File: src/rtl/lvds_rx_word_align_7_1.sv
// ---------------------------------------------------------------------------
// lvds_rx_word_align_7_1
// Word aligner for the receive side of the 7:1 LVDS link, in the pixel-clock
// domain after the per-lane 1:7 deserializers. The block searches for the
// 7-bit phase at which the clock lane reads CLK_PATTERN and then applies
// that phase to every data lane.
//
// Ports
//   I_clk_1x    in   1        pixel clock, rising edge
//   I_rst       in   1        synchronous reset, active-high
//   I_clk_word  in   7        deserialized clock-lane word
//   I_data      in   7*LANES  deserialized data lanes, lane n = [7n+6:7n]
//   O_data      out  7*LANES  aligned data words, same packing
//   O_valid     out  1        O_data is aligned and the aligner is locked
//   O_locked    out  1        aligner is in the LOCKED state
//   O_offset    out  3        current bit shift, 0..6
//   O_lost_cnt  out  8        saturating count of LOCKED->SEARCH transitions
// ---------------------------------------------------------------------------
module lvds_rx_word_align_7_1 #(
    parameter int unsigned LANES       = 4,
    parameter logic [6:0]  CLK_PATTERN = 7'b1100011,
    parameter int unsigned SETTLE      = 3,
    parameter int unsigned LOCK_CNT    = 16,
    parameter int unsigned ERR_THRESH  = 4
) (
    input  logic                 I_clk_1x,
    input  logic                 I_rst,
    input  logic [6:0]           I_clk_word,
    input  logic [7*LANES-1:0]   I_data,
    output logic [7*LANES-1:0]   O_data,
    output logic                 O_valid,
    output logic                 O_locked,
    output logic [2:0]           O_offset,
    output logic [7:0]           O_lost_cnt
);

    localparam int unsigned WORD_W = 7;
    localparam int unsigned DATA_W = WORD_W * LANES;

    localparam logic [3:0] SETTLE_INIT = 4'(SETTLE);
    localparam logic [7:0] LOCK_TARGET = 8'(LOCK_CNT);
    localparam logic [3:0] ERR_TARGET  = 4'(ERR_THRESH);

    typedef enum logic [1:0] {
        ST_SEARCH = 2'd0,
        ST_VERIFY = 2'd1,
        ST_LOCKED = 2'd2
    } state_t;

    state_t              state_q, state_d;
    logic [2:0]          offset_q, offset_d;
    logic [3:0]          settle_q, settle_d;
    logic [7:0]          match_cnt_q, match_cnt_d;
    logic [3:0]          err_cnt_q, err_cnt_d;
    logic [7:0]          lost_q, lost_d;

    logic [WORD_W-1:0]   clk_cur_q, clk_prev_q;
    logic [DATA_W-1:0]   data_cur_q, data_prev_q;
    logic [DATA_W-1:0]   data_q, data_d;
    logic                valid_q, valid_d;

    logic [WORD_W-1:0]   clk_win_c;
    logic                match_c;
    logic [2:0]          offset_next_c;

    // 7-bit window of {prev,cur} starting k bits up from the LSB; k=0 is cur.
    function automatic logic [WORD_W-1:0] window(input logic [WORD_W-1:0] prev,
                                                  input logic [WORD_W-1:0] cur,
                                                  input logic [2:0]        k);
        logic [2*WORD_W-1:0] cat;
        cat = {prev, cur};
        return 7'(cat >> k);
    endfunction

    assign clk_win_c     = window(clk_prev_q, clk_cur_q, offset_q);
    assign match_c       = (clk_win_c == CLK_PATTERN);
    assign offset_next_c = (offset_q == 3'd6) ? 3'd0 : offset_q + 3'd1;

    // Input stage and output register.
    always_ff @(posedge I_clk_1x) begin
        if (I_rst) begin
            clk_cur_q   <= '0;
            clk_prev_q  <= '0;
            data_cur_q  <= '0;
            data_prev_q <= '0;
            data_q      <= '0;
            valid_q     <= 1'b0;
        end else begin
            clk_cur_q   <= I_clk_word;
            clk_prev_q  <= clk_cur_q;
            data_cur_q  <= I_data;
            data_prev_q <= data_cur_q;
            data_q      <= data_d;
            valid_q     <= valid_d;
        end
    end

    // State register and alignment counters.
    always_ff @(posedge I_clk_1x) begin
        if (I_rst) begin
            state_q     <= ST_SEARCH;
            offset_q    <= 3'd0;
            settle_q    <= SETTLE_INIT;
            match_cnt_q <= 8'd0;
            err_cnt_q   <= 4'd0;
            lost_q      <= 8'd0;
        end else begin
            state_q     <= state_d;
            offset_q    <= offset_d;
            settle_q    <= settle_d;
            match_cnt_q <= match_cnt_d;
            err_cnt_q   <= err_cnt_d;
            lost_q      <= lost_d;
        end
    end

    // Next-state logic.
    always_comb begin
        state_d     = state_q;
        offset_d    = offset_q;
        settle_d    = settle_q;
        match_cnt_d = match_cnt_q;
        err_cnt_d   = err_cnt_q;
        lost_d      = lost_q;
        unique case (state_q)
            ST_SEARCH: begin
                // No compare until the window has been stable for SETTLE cycles.
                if (settle_q != 4'd0) begin
                    settle_d = settle_q - 4'd1;
                end else if (match_c) begin
                    match_cnt_d = 8'd1;
                    if (LOCK_TARGET == 8'd1) begin
                        state_d   = ST_LOCKED;
                        err_cnt_d = 4'd0;
                    end else begin
                        state_d = ST_VERIFY;
                    end
                end else begin
                    offset_d = offset_next_c;
                    settle_d = SETTLE_INIT;
                end
            end
            ST_VERIFY: begin
                if (match_c) begin
                    match_cnt_d = match_cnt_q + 8'd1;
                    if (match_cnt_q + 8'd1 == LOCK_TARGET) begin
                        state_d   = ST_LOCKED;
                        err_cnt_d = 4'd0;
                    end
                end else begin
                    state_d     = ST_SEARCH;
                    offset_d    = offset_next_c;
                    settle_d    = SETTLE_INIT;
                    match_cnt_d = 8'd0;
                end
            end
            ST_LOCKED: begin
                if (match_c) begin
                    err_cnt_d = 4'd0;
                end else if (err_cnt_q + 4'd1 == ERR_TARGET) begin
                    state_d     = ST_SEARCH;
                    offset_d    = offset_next_c;
                    settle_d    = SETTLE_INIT;
                    match_cnt_d = 8'd0;
                    err_cnt_d   = 4'd0;
                    lost_d      = (lost_q == 8'hFF) ? lost_q : lost_q + 8'd1;
                end else begin
                    err_cnt_d = err_cnt_q + 4'd1;
                end
            end
            default: begin
                state_d = ST_SEARCH;
            end
        endcase
    end

    // Output logic: shift every data lane by the current offset.
    always_comb begin
        data_d = '0;
        for (int n = 0; n < LANES; n++) begin
            data_d[WORD_W*n +: WORD_W] = window(data_prev_q[WORD_W*n +: WORD_W],
                                                data_cur_q[WORD_W*n +: WORD_W],
                                                offset_q);
        end
        valid_d = (state_q == ST_LOCKED);
    end

    assign O_data     = data_q;
    assign O_valid    = valid_q;
    assign O_locked   = (state_q == ST_LOCKED);
    assign O_offset   = offset_q;
    assign O_lost_cnt = lost_q;

endmodule

File: config.mk
export PLATFORM = sky130hd
export DESIGN_NAME = lvds_rx_word_align_7_1
export DESIGN_NICKNAME = d
export VERILOG_FILES = /design/src/rtl/lvds_rx_word_align_7_1.sv
export SDC_FILE = /design/constraint.sdc
export NUM_CORES = 1
export LEC_CHECK = 0
export ABC_AREA = 1
export CORE_MARGIN = 2
export CORE_UTILIZATION = 55
export DETAILED_ROUTE_END_ITERATION = 10
export DONT_BUFFER_PORTS = 1
export GPL_ROUTABILITY_DRIVEN = 0
export PLACE_DENSITY = 0.7
export REMOVE_ABC_BUFFERS = 1
export SLEW_MARGIN = 20
export SYNTH_ARGS = -nofsm -noshare
export SYNTH_HDL_FRONTEND = slang
export SYNTH_SLANG_ARGS = --single-unit
File: constraint.sdc
create_clock -name I_clk_1x -period 5.9 [get_ports I_clk_1x]
set_clock_uncertainty 0.1 [all_clocks]
set_input_delay 0.59 -clock I_clk_1x [delete_from_list [all_inputs] [get_ports I_clk_1x]]
set_output_delay 0.59 -clock I_clk_1x [all_outputs]
set_load 0.01 [all_outputs]
* Word-level counts from Yosys, hierarchy flattened
Cells that the tools add are included.
Word-level totals: register bits after elaboration 128, bits in latches 0, RAM bits 0, bits in read-only memories 0, input port bits 37, output and inout port bits 41, word-level logic and storage cells 77, memories kept 0
Cells by class: $add $sub $neg 5, multiply operators 0, div/mod/pow operators 0, magnitude comparators 0, eq/ne operators 14, shift-type cells 5, multiplexer cells 29, bitwise operators 2, reductions and logical operators 10
Operators by type and width (count):
- 14-bit by 3-bit right shift with 7-bit output | 5
- 8-bit two-way mux | 5
- 4-bit two-way mux | 8
- 8-bit case mux with 3 select lines | 1
- 8-bit by 1-bit adder with 8-bit output (second input constant) | 2
- 3-bit two-way mux | 5
- 2-bit two-way mux | 6
- 4-bit case mux with 3 select lines | 1
- 2-bit != test (second input constant) | 5
- 5-bit AND reduction | 2
- 3-bit case mux with 3 select lines | 1
- 8-bit by 5-bit == test with 1-bit output (second input constant) | 1
- 8-bit == test (second input constant) | 1
- 4-bit case mux with 2 select lines | 1
- 4-bit AND reduction | 2
- 7-bit == test (second input constant) | 1
- 2-bit case mux with 3 select lines | 1
- 3-bit AND reduction | 2
- 4-bit by 1-bit adder with 4-bit output (second input constant) | 1
- 4-bit by 3-bit == test with 1-bit output (second input constant) | 1
- 4-bit nonzero test | 1
- 4-bit by 1-bit subtractor with 4-bit output (second input constant) | 1
- 3-bit by 1-bit adder with 3-bit output (second input constant) | 1
- 3-bit == test (second input constant) | 1
- 8 further kinds | 9

* Longest topological paths before layout
depth in word-level cells 5, gate-level depth with buffers 15

* Worst setup path after synthesis
No wires, ideal clock.
path kind register -> register, from reg state_q[0], to reg offset_q[0] (netlist: O_offset[0]), setup time 114 ps, arrival time 1753 ps, path slack 3933 ps, stages on the path, launching flop included 12, buffers on the path 1, cell sequence dfxtp_1 inv_1 ha_1 clkbuf_1 nand2_1 inv_1 nor2_1 inv_1 a21oi_4 nand2_2 a21oi_1 nor2_1
Between the ends: longest elaborated chain between the ends 3, elaborated cells on any way between the ends 9, classes of those cells eq/ne: 5; mux: 1; reduce/logical: 3
Ends and longest elaborated chain:
- from (decl) | line 50 | state_t state_q, state_d;
- from (signal assigned) | line 108 | state_q <= state_d;
- 2-bit == test *
- via O_locked | line 32 | output logic O_locked,
- 2-bit by 1-bit != test with 1-bit output (no source line), or another cell as far along
- 4-bit AND reduction (no source line)
- to (signal assigned) | line 109 | offset_q <= offset_d;
- to (decl) | line 51 | logic [2:0] offset_q, offset_d;
Mark *: on every way through the listed nets, which the timed path passes. The rest lies on a longest branch. A chain may end at the register's enable or synchronous reset.

* Worst setup path after layout
from reg offset_q[1] (netlist: O_offset[1]), to reg offset_q[2] (netlist: O_offset[2])
Between the ends: longest elaborated chain between the ends 5, elaborated cells on any way between the ends 12, classes of those cells add/sub: 1; eq/ne: 3; shift: 1; mux: 6; reduce/logical: 1
Ends and longest elaborated chain:
- 14-bit by 3-bit right shift with 7-bit output, or another cell as far along | line 72 | return 7'(cat >> k);
- 7-bit == test or 3-bit two-way mux (tied branches) | line 76, 77
- 3-bit two-way mux (on tied branches) | line 130, 144, 160
- 3-bit two-way mux (on tied branches) | line 128, 158
- 3-bit case mux with 3 select lines | line 125 | unique case (state_q)
Several ways; a longest one is shown, not always the timed one. The select of a mux whose other input is x is not followed.

==> load_flow_metrics.sql <==
INSERT INTO impl_metrics (metric_group, metric, value, unit) VALUES
('run_status', 'outcome', 'complete, no violations', ''),
('yosys', 'mappedNetlistArea', '0.00601', 'mm2'),
('clocking', 'cts_made_buffers', '17', ''),
('yosys', 'yosysTopAreaCellShare', '42.7', '%'),
('sta', 'maxSlewViolCount', '0', ''),
('route', 'first_pass_detailed_route_iteration_total', '6', ''),
('sta', 'setup_slack', '2660', 'ps'),
('route', 'detail_route.drc_violations', '0', ''),
('sta', 'timing.hold.ws', '20.6', 'ps'),
('power', 'power.share.combinational', '15.3', '%'),
('power', 'cellLeakagePower', '2.90', 'nW'),
('route', 'post_drt_wl_per_cell', '13.6', 'um'),
('sta', 'finalWorstPathRequiredPeriod', '3240', 'ps'),
('yosys', 'avgSynthCellArea', '6.79', 'um2'),
('clocking', 'htree_levels', '4', ''),
('sta', 'slew_headroom', '38.0', '%'),
('route', 'met2_length', '6730', 'um'),
('yosys', 'ys_async_sr_fraction', '0', '%'),
('worst_hold_path', 'timing.hold.worst_path_depth', '1', ''),
('placement', 'numPortBuffers', '0', ''),
('layout', 'syn2layout_area_growth', '9.52', '%'),
('grt', 'grt_pass1_vias', '4990', ''),
('layout', 'antenna_cells', '0', ''),
('clocking', 'clk_path_buf_depth', '2', ''),
('yosys', 'synth_ff_type', 'dfxtp_1', ''),
('route', 'detailedRoute.firstIterationViolations', '508', ''),
('setup_path', 'critical-path-top-delay-family', 'flip-flops', ''),
('yosys', 'flip_flop_and_latch_count_after_synthesis', '128', ''),
('placement', 'detailed_place.area', '0.00599', 'mm2'),
('floorplanning', 'die_area', '0.0118', 'mm2'),
('setup_path', 'worst_setup_path_start_kind', 'flop', ''),
('layout', 'post_route_cells_drive_above_1_share', '5.94', '%'),
('floorplanning', 'fp-row-count', '38', ''),
('power', 'pwr-share-seq', '41.6', '%'),
('power', 'power.switching_fraction', '29.2', '%'),
('clocking', 'cts_tree', 'built', ''),
('setup_path', 'worst_path_largest_cell_delay', '920', 'ps'),
('layout', 'fillers', '991', ''),
('sta', 'finalHoldViolations', '0', ''),
('setup_path', 'buffers_plus_inverters_on_the_worst_setup_path', '2', ''),
('route', 'postRouteAntennaNets', '0', ''),
('yosys', 'cell_type_with_the_highest_aggregate_area_in_the_netlist', 'dfxtp_1', ''),
('sta', 'achievable-frequency', '308', 'MHz'),
('setup_path', 'timing.reg2reg.setup_slack', '2660', 'ps'),
('setup_path', 'cp-end-kind', 'flop', ''),
('setup_path', 'r2r.worst_path.cells', '7', ''),
('floorplanning', 'fp.dieW', '109', 'um'),
('layout', 'fin_util', '61.2', '%'),
('grt', 'gr-total-overflow', '0', ''),
('route', 'vias', '5390', ''),
('power', 'total_power', '2.38', 'mW'),
('floorplanning', 'die-height', '109', 'um'),
('flow_run', 'drv.max_cap_violation_count', '0', ''),
('worst_hold_path', 'worstHoldStart', 'I_rst', ''),
('grt', 'initial_antenna_violation_count', '0', ''),
('route', 'finalWirelength', '13800', 'um'),
('power', 'clockPowerShare', '43.1', '%'),
('setup_path', 'cp.arrival', '3620', 'ps'),
('clocking', 'cts.root.buffer_cell', 'clkbuf_8', ''),
('setup_path', 'cp.required', '6270', 'ps'),
('layout', 'finish.net_count', '909', ''),
('sta', 'tns', '0', 'ps'),
('floorplanning', 'core_region_area', '0.0107', 'mm2'),
('placement', 'place_ws', '2730', 'ps'),
('placement', 'dp_hpwl', '8770', 'um'),
('layout', 'fin_cells', '1016', ''),
('route', 'highest_signal_layer', 'met4', ''),
('sta', 'worstMarginPinSlew', '925', 'ps'),
('setup_path', 'timing.critical_path.slowest_stage_cell', 'dfxtp_1', ''),
('setup_path', 'criticalPathCategory', 'reg -> reg', ''),
('yosys', 'syn_inst', '885', '');
==> placed cells by master (no fill, tap or decap), types with 2 or more instances in the layout <==
cell	instances
xnor2_1	3
a211oi_1	6
a21oi_1	37
nand4_1	13
a31oi_1	4
o21a_1	5
dfxtp_1	127
nand3_1	44
buf_4	2
o21ai_0	78
clkbuf_8	4
ha_1	9
or2_2	3
nand2_1	187
clkinv_1	2
clkinv_2	2
o221ai_1	8
nor2_1	143
inv_2	3
nand2_2	5
xor2_1	8
inv_6	3
bufinv_16	2
clkinvlp_4	3
o22ai_1	6
inv_1	132
nor3_1	9
o221a_2	2
clkbuf_16	16
==> logic make-up (layout without fill, tap and decap cells) <==
| kind of cell | count (synthesis) | after routing | synth area share, % |
|---|---|---|---|
| xor gates and xnor gates | 11 | 11 | 1.60 |
| and+or+nand+nor | 408 | 408 | 27.8 |
| DFF | 128 | 128 | 42.7 |
| buffers and inverters | 180 | 171 | 12.0 |
| adders and majority gates | 9 | 9 | 1.87 |
| AOI/OAI and AO/OA | 149 | 149 | 14.0 |
==> how the worst max path moves through the flow <==
stage                startpoint              to  slack [ps]  cells past startpoint
floorplan           O_offset[0]   O_lost_cnt[3]        2090                     14
global placement    O_offset[1]   O_lost_cnt[3]        2830                     12
detailed placement  O_offset[1]     O_offset[2]        2730                      7
CTS                 O_offset[1]  match_cnt_q[3]        2700                     12
global route        O_offset[1]  match_cnt_q[3]        2210                     12
finish              O_offset[1]     O_offset[2]        2660                      7
==> flip-flops by register name, indices dropped and copies added, names as in the netlist <==
register / count
O_offset: 3
clk_prev_q: 7
clk_cur_q: 7
match_cnt_q: 8
err_cnt_q: 4
O_valid: 1
data_prev_q: 28
O_lost_cnt: 8
settle_q: 4
state_q: 2
data_cur_q: 28
O_data: 28
==> power by group through the flow <==
| stage | sequential, mW | clock [mW] | combinational, mW |
|---|---|---|---|
| after global placement | 1.01 | 0 | 0.344 |
| final | 0.991 | 1.03 | 0.365 |
| after floorplan | 1.02 | 0 | 0.252 |
| after detailed placement | 1.01 | 0 | 0.352 |
| after CTS | 0.991 | 1.04 | 0.358 |
| after global routing | 0.999 | 1.08 | 0.411 |
==> cell type report <==
cell class	instances	area, um2	area share [%]
multi-input cells	577	2720	41.4
flip-flops and latches	128	2560	39.0
inverters	137	514	7.82
clock buffers	21	459	6.98
well taps	140	175	2.66
clock inverters	11	128	1.94
repair buffers	2	15.0	0.228
==> layer usage <==
layer	up-vias	track usage (%)
li1	2734	-
met1	2446	28.5
met2	177	41.3
met3	33	6.27
met4	0	11.9
met5	-	0
Note: power is estimated with default switching activity, not from simulation.
